### config.mk
export PLATFORM = sky130hd
export DESIGN_NAME = mac_tile_mp
export DESIGN_NICKNAME = d
export VERILOG_FILES = /design/src/rtl/mac_tile_mp.sv
export SDC_FILE = /design/constraint.sdc
export NUM_CORES = 1
export LEC_CHECK = 0
export ABC_CLOCK_PERIOD_IN_PS = 7100
export CORE_MARGIN = 3
export CORE_UTILIZATION = 55
export DETAILED_ROUTE_END_ITERATION = 8
export GPL_ROUTABILITY_DRIVEN = 0
export PLACE_DENSITY = 0.86
export SLEW_MARGIN = 10
export SYNTH_ARGS = -nofsm -noshare
export SYNTH_HDL_FRONTEND = slang
export SYNTH_SLANG_ARGS = --single-unit
### constraint.sdc
create_clock -name clk -period 7.1 [get_ports clk]
set_input_delay 1.42 -clock clk [delete_from_list [all_inputs] [get_ports clk]]
set_output_delay 1.42 -clock clk [all_outputs]
set_load 0.005 [all_outputs]
### src/rtl/mac_tile_mp.sv
// Multi-precision SIMD MAC tile: per-lane unsigned activation slice times a
// signed weight shared across a runtime-selected group of lanes.
module mac_tile_mp #(
    parameter int bw      = 8,
    parameter int lanes   = 4,
    parameter int psum_bw = 16
) (
    input  logic                       clk,
    input  logic                       reset,
    input  logic [bw-1:0]              in_w,
    output logic [bw-1:0]              out_e,
    input  logic [1:0]                 inst_w,
    output logic [1:0]                 inst_e,
    input  logic [lanes*psum_bw-1:0]   in_n,
    output logic [lanes*psum_bw-1:0]   out_s,
    input  logic [1:0]                 cfg_mode,
    output logic                       wt_ready
);

    localparam int sw         = bw / lanes;
    localparam int lg         = $clog2(lanes);
    localparam int cw         = lg;
    localparam int prod_w     = sw + bw + 1;
    localparam int mode_max_i = (lg > 3) ? 3 : lg;
    localparam logic [1:0] mode_max = 2'(mode_max_i);

    typedef enum logic [1:0] {
        LOAD  = 2'd0,
        READY = 2'd1,
        EXEC  = 2'd2
    } state_t;

    state_t                     state_reg, state_next;
    logic [1:0]                 mode_reg, mode_next;
    logic [cw-1:0]              cnt_reg, cnt_next;
    logic [bw-1:0]              a_reg, a_next;
    logic [lanes*psum_bw-1:0]   c_reg, c_next;
    logic [1:0]                 inst_reg, inst_next;
    logic                       exe_reg, exe_next;
    logic [bw-1:0]              w_reg [lanes];
    logic                       w_we;

    logic [1:0]                 cfg_clamp;
    logic                       sample_mode;
    logic [1:0]                 mode_eff;
    logic [cw-1:0]              last_idx;

    assign cfg_clamp   = (cfg_mode > mode_max) ? mode_max : cfg_mode;
    assign sample_mode = (state_reg == LOAD) && (cnt_reg == '0);
    // The first beat is counted against the mode being sampled in the same cycle.
    assign mode_eff    = sample_mode ? cfg_clamp : mode_reg;
    assign last_idx    = cw'((1 << mode_eff) - 1);

    always_comb begin
        state_next = state_reg;
        mode_next  = mode_eff;
        cnt_next   = cnt_reg;
        a_next     = a_reg;
        c_next     = c_reg;
        inst_next  = {inst_w[1], 1'b0};
        exe_next   = inst_w[1];
        w_we       = 1'b0;
        case (state_reg)
            LOAD: begin
                if (inst_w[0]) begin
                    w_we = 1'b1;
                    if (cnt_reg == last_idx) begin
                        cnt_next   = '0;
                        state_next = READY;
                    end else begin
                        cnt_next = cnt_reg + 1'b1;
                    end
                end
            end
            READY, EXEC: begin
                if (inst_w[0]) begin
                    a_next       = in_w;
                    inst_next[0] = 1'b1;
                end
                if (inst_w[1]) begin
                    a_next = in_w;
                    c_next = in_n;
                end
                if (state_reg == READY && inst_w[1]) begin
                    state_next = EXEC;
                end
                if (state_reg == EXEC && exe_reg && !inst_w[1]) begin
                    state_next = LOAD;
                    cnt_next   = '0;
                end
            end
            default: begin
                state_next = LOAD;
                cnt_next   = '0;
            end
        endcase
    end

    always_ff @(posedge clk) begin
        if (reset) begin
            state_reg <= LOAD;
            mode_reg  <= '0;
            cnt_reg   <= '0;
            a_reg     <= '0;
            c_reg     <= '0;
            inst_reg  <= '0;
            exe_reg   <= 1'b0;
        end else begin
            state_reg <= state_next;
            mode_reg  <= mode_next;
            cnt_reg   <= cnt_next;
            a_reg     <= a_next;
            c_reg     <= c_next;
            inst_reg  <= inst_next;
            exe_reg   <= exe_next;
        end
    end

    always_ff @(posedge clk) begin
        if (reset) begin
            for (int i = 0; i < lanes; i++) begin
                w_reg[i] <= '0;
            end
        end else if (w_we) begin
            w_reg[cnt_reg] <= in_w;
        end
    end

    assign out_e    = a_reg;
    assign inst_e   = inst_reg;
    assign wt_ready = (state_reg != LOAD);

    generate
        for (genvar gi = 0; gi < lanes; gi++) begin : g_lane
            logic [cw-1:0]            grp;
            logic [sw-1:0]            slice;
            logic signed [prod_w-1:0] a_ext;
            logic signed [prod_w-1:0] w_ext;
            logic signed [prod_w-1:0] prod;

            // lanes/G consecutive lanes share one weight: g = j >> (lg - mode).
            assign grp   = cw'(gi >> (lg - int'(mode_reg)));
            assign slice = a_reg[gi*sw +: sw];
            assign a_ext = {{(bw+1){1'b0}}, slice};
            assign w_ext = {{(sw+1){w_reg[grp][bw-1]}}, w_reg[grp]};
            assign prod  = a_ext * w_ext;
            assign out_s[gi*psum_bw +: psum_bw] = c_reg[gi*psum_bw +: psum_bw]
                + {{(psum_bw-prod_w){prod[prod_w-1]}}, prod};
        end
    endgenerate

endmodule

==> impl_metrics.env <==
export IMPL_status="finished clean"
export IMPL_core_area_sq_mm=0.0166
export IMPL_final_hold_violation_count=0
export IMPL_overflow=0
export IMPL_die_h_um=137
export IMPL_slowest_delay_ps=530
export IMPL_placed_area_sq_mm=0.0111
export IMPL_postCtsHoldBufs=0
export IMPL_ys_ff_latch=112
export IMPL_crit_required_ps=5680
export IMPL_synth_fp_nets=1300
export IMPL_ys_flop_type="dfxtp_1"
export IMPL_synth_edf_count=32
export IMPL_clock_latency_ps=360
export IMPL_finClkSkew_ps=6.09
export IMPL_p_int_uw=1840
export IMPL_root_buffer="clkbuf_16"
export IMPL_syn_cell_area_sq_mm=0.00937
export IMPL_critPathLaunch="mode_reg[1]"
export IMPL_crit_slowest_cell="mux4_2"
export IMPL_pre_cts_ws_ps=260
export IMPL_clk_pin_slew_ps=80
export IMPL_final_util_pct=69.0
export IMPL_wl_per_cell_um=15.8
export IMPL_grt_total_usage_pct=23.8
export IMPL_port_buffers=152
export IMPL_maxCapViolCount=0
export IMPL_firstDrtPassIters=5
export IMPL_hold_class="register to register"
export IMPL_mostFrequentLayoutCells="166 x nand2_1, 151 x clkdlybuf4s50_1, 133 x ha_1"
export IMPL_dpl_hpwl_mm=16.8
export IMPL_cts_sinks=112
export IMPL_worstReg2RegStart="state_reg[0]"
export IMPL_fmax_mhz=146
export IMPL_combPwrFrac_pct=53.1
export IMPL_async_flop_share_pct=0
export IMPL_synthCells=1079
export IMPL_final_nets=1441
export IMPL_tritoncts_num_buffers=9
export IMPL_max_slew_margin_pct=22.5
export IMPL_arrival_ps=5450
export IMPL_antenna_found_initial=0
export IMPL_tightest_slew_ps=1150
export IMPL_finalSetupTns_ps=0
export IMPL_synth_area_per_cell_sq_um=8.68
export IMPL_cp_cell_sequence="inv_1 > ha_4 > mux4_2 > and2_1 > ha_1 > ha_1 > inv_1 > fa_1 > nor2b_1 > o21ai_0 > a21oi_2 > o21a_1 > nor2_1 > ha_1 > a21o_1 > and2_1 > a31oi_2 > o21bai_2 > a2111o_1 > nand3_1 > clkdlybuf4s50_1"
export IMPL_timing_final_ws_setup_ps=232
export IMPL_setup_viol=0
export IMPL_syn_to_final_growth_pct=22.5
export IMPL_cp_start_kind="register"
export IMPL_antennaDiodeCount=0
export IMPL_yosysSeqAreaShare_pct=27.4
export IMPL_start_util_pct=56.3
export IMPL_min_from="c_reg[52]"
export IMPL_path_buf_inv=3
export IMPL_cts_tree="done"
export IMPL_antenna_left=0
export IMPL_layout_commonest_cell="nand2_1"
export IMPL_grt_pass1_vias=7840
export IMPL_total_power_uw=2970
export IMPL_wl_mm=22.8
export IMPL_fin_area_sq_mm=0.0115
export IMPL_p_clk_share_pct=17.0
export IMPL_die_w_um=137
export IMPL_die_area_sq_mm=0.0186
export IMPL_power_leakage_uw=0.00511
export IMPL_cp_top_family="compound AO/OA/AOI/OAI gates"
export IMPL_cts_path_max_buffers=2
export IMPL_period_needed_ps=6870
export IMPL_drc=0
export IMPL_vias=8269
export IMPL_worst_path_max_fanout=6
export IMPL_synth_cell_types=63
export IMPL_fin_crit_sh_pct=96.7
export IMPL_p_switching_uw=1130
export IMPL_rows=47
export IMPL_ios=153
export IMPL_detail_route_iter0_violations=487
export IMPL_pwr_share_seq_pct=29.9
export IMPL_drive_gt1_share_pct=5.63
export IMPL_critical_path_class="register to primary output"
export IMPL_vias_per_cell=5.72
export IMPL_yosys_warnings=0
export IMPL_slew_viol_final=0
export IMPL_htreeDepth=3
export IMPL_worstSetupEndpointType="primary output"
export IMPL_switching_share_pct=38.1
export IMPL_grt_start_max_net_pins=88
export IMPL_largest_reg_flops=64
export IMPL_crit_top_cell="ha_1"
export IMPL_grt_pass1_wl_mm=36.2
export IMPL_powerDensity_mw_per_mm2=259
export IMPL_ir_worst_vdd_v=0.000143
stage by stage:
| step | hold WS, ps | instances |
|---|---|---|
| 6_report | 462 | 1445 |
| 2_1_floorplan | 441 | 1079 |
| 5_1_grt | 480 | 1445 |
| 4_1_cts | 464 | 1440 |
| 3_3_place_gp | 447 | 1424 |
| 3_5_place_dp | 453 | 1424 |
cell families (layout without fill, tap and decap cells):
logic type	Yosys count	after routing	synth area share, %
and+or+nand+nor	383	383	19.8
AOI/OAI and AO/OA	257	257	16.9
adders and majority gates	143	143	19.7
DFF	112	112	27.4
xor gates and xnor gates	77	77	7.20
buffers and inverters	72	218	2.95
muxes	35	35	6.00
per-layer routing:
metal	wire [um]	GRT usage, %	share of wire [%]
met1	9590	30.3	42
met2	11500	42.1	50
met3	1490	4.93	6.5
met4	293	4.42	1.3
met5	0	0	0
layout make-up:
cell class	count	area [sq um]
Inverter	40	150
Clock buffer	10	229
Sequential cell	112	2560
Fill cell	1332	5160
Clock inverter	6	62.6
Timing Repair Buffer	162	1600
Tap cell	220	275
Multi-Input combinational cell	895	6600
synth_stat cells, drive strengths merged, types with 7 or more instances:
cell	instances	area share, %
nor2	50	2.0
fa	8	1.7
mux4	16	3.8
nor3	15	0.80
xnor2	57	5.3
mux2i	16	1.7
xor2	20	1.9
inv	40	1.6
nand4	8	0.53
a211oi	11	0.88
edfxtp	32	10
a21oi	122	6.5
nand2	167	6.7
clkbuf	26	1.0
ha	135	18
o211ai	7	0.56
dfxtp	80	17
o21bai	10	0.80
nand3	11	0.59
o21ai	33	1.8
and2	79	5.3
nor2b	25	1.7
a21o	28	2.2
tightest hold or removal path, delay by kind of cell, from the launching register on:
| kind | cells | cell delay, ps |
|---|---|---|
| AOI/OAI and AO/OA | 1 | 50 |
| and+or+nand+nor | 1 | 50 |
| DFF | 1 | 310 |
power by group through the flow:
stage                     combinational, uW  clock [uW]  sequential [uW]
after global placement                 1510           0              890
after CTS                              1560         515              884
after detailed placement               1540           0              896
after floorplan                         962           0              857
final                                  1580         505              888
after global routing                   1740         547              905
final timing paths:
check / endpoint / slack [ps] / depth (start not counted)
max: out_s[45] / 230 / 21
min: c_reg[52] / 460 / 2
max reg2reg: w_reg[0][5] / 4600 / 6
min reg2reg: c_reg[52] / 460 / 2
repair_timing:
action                                  4_1_cts  5_1_grt
gates resized for setup                       3       19
pin swaps                                     0        1
setup buffers                                 0        5
endpoints found under the setup margin        7       15
Note: power is estimated with default switching activity, not from simulation.
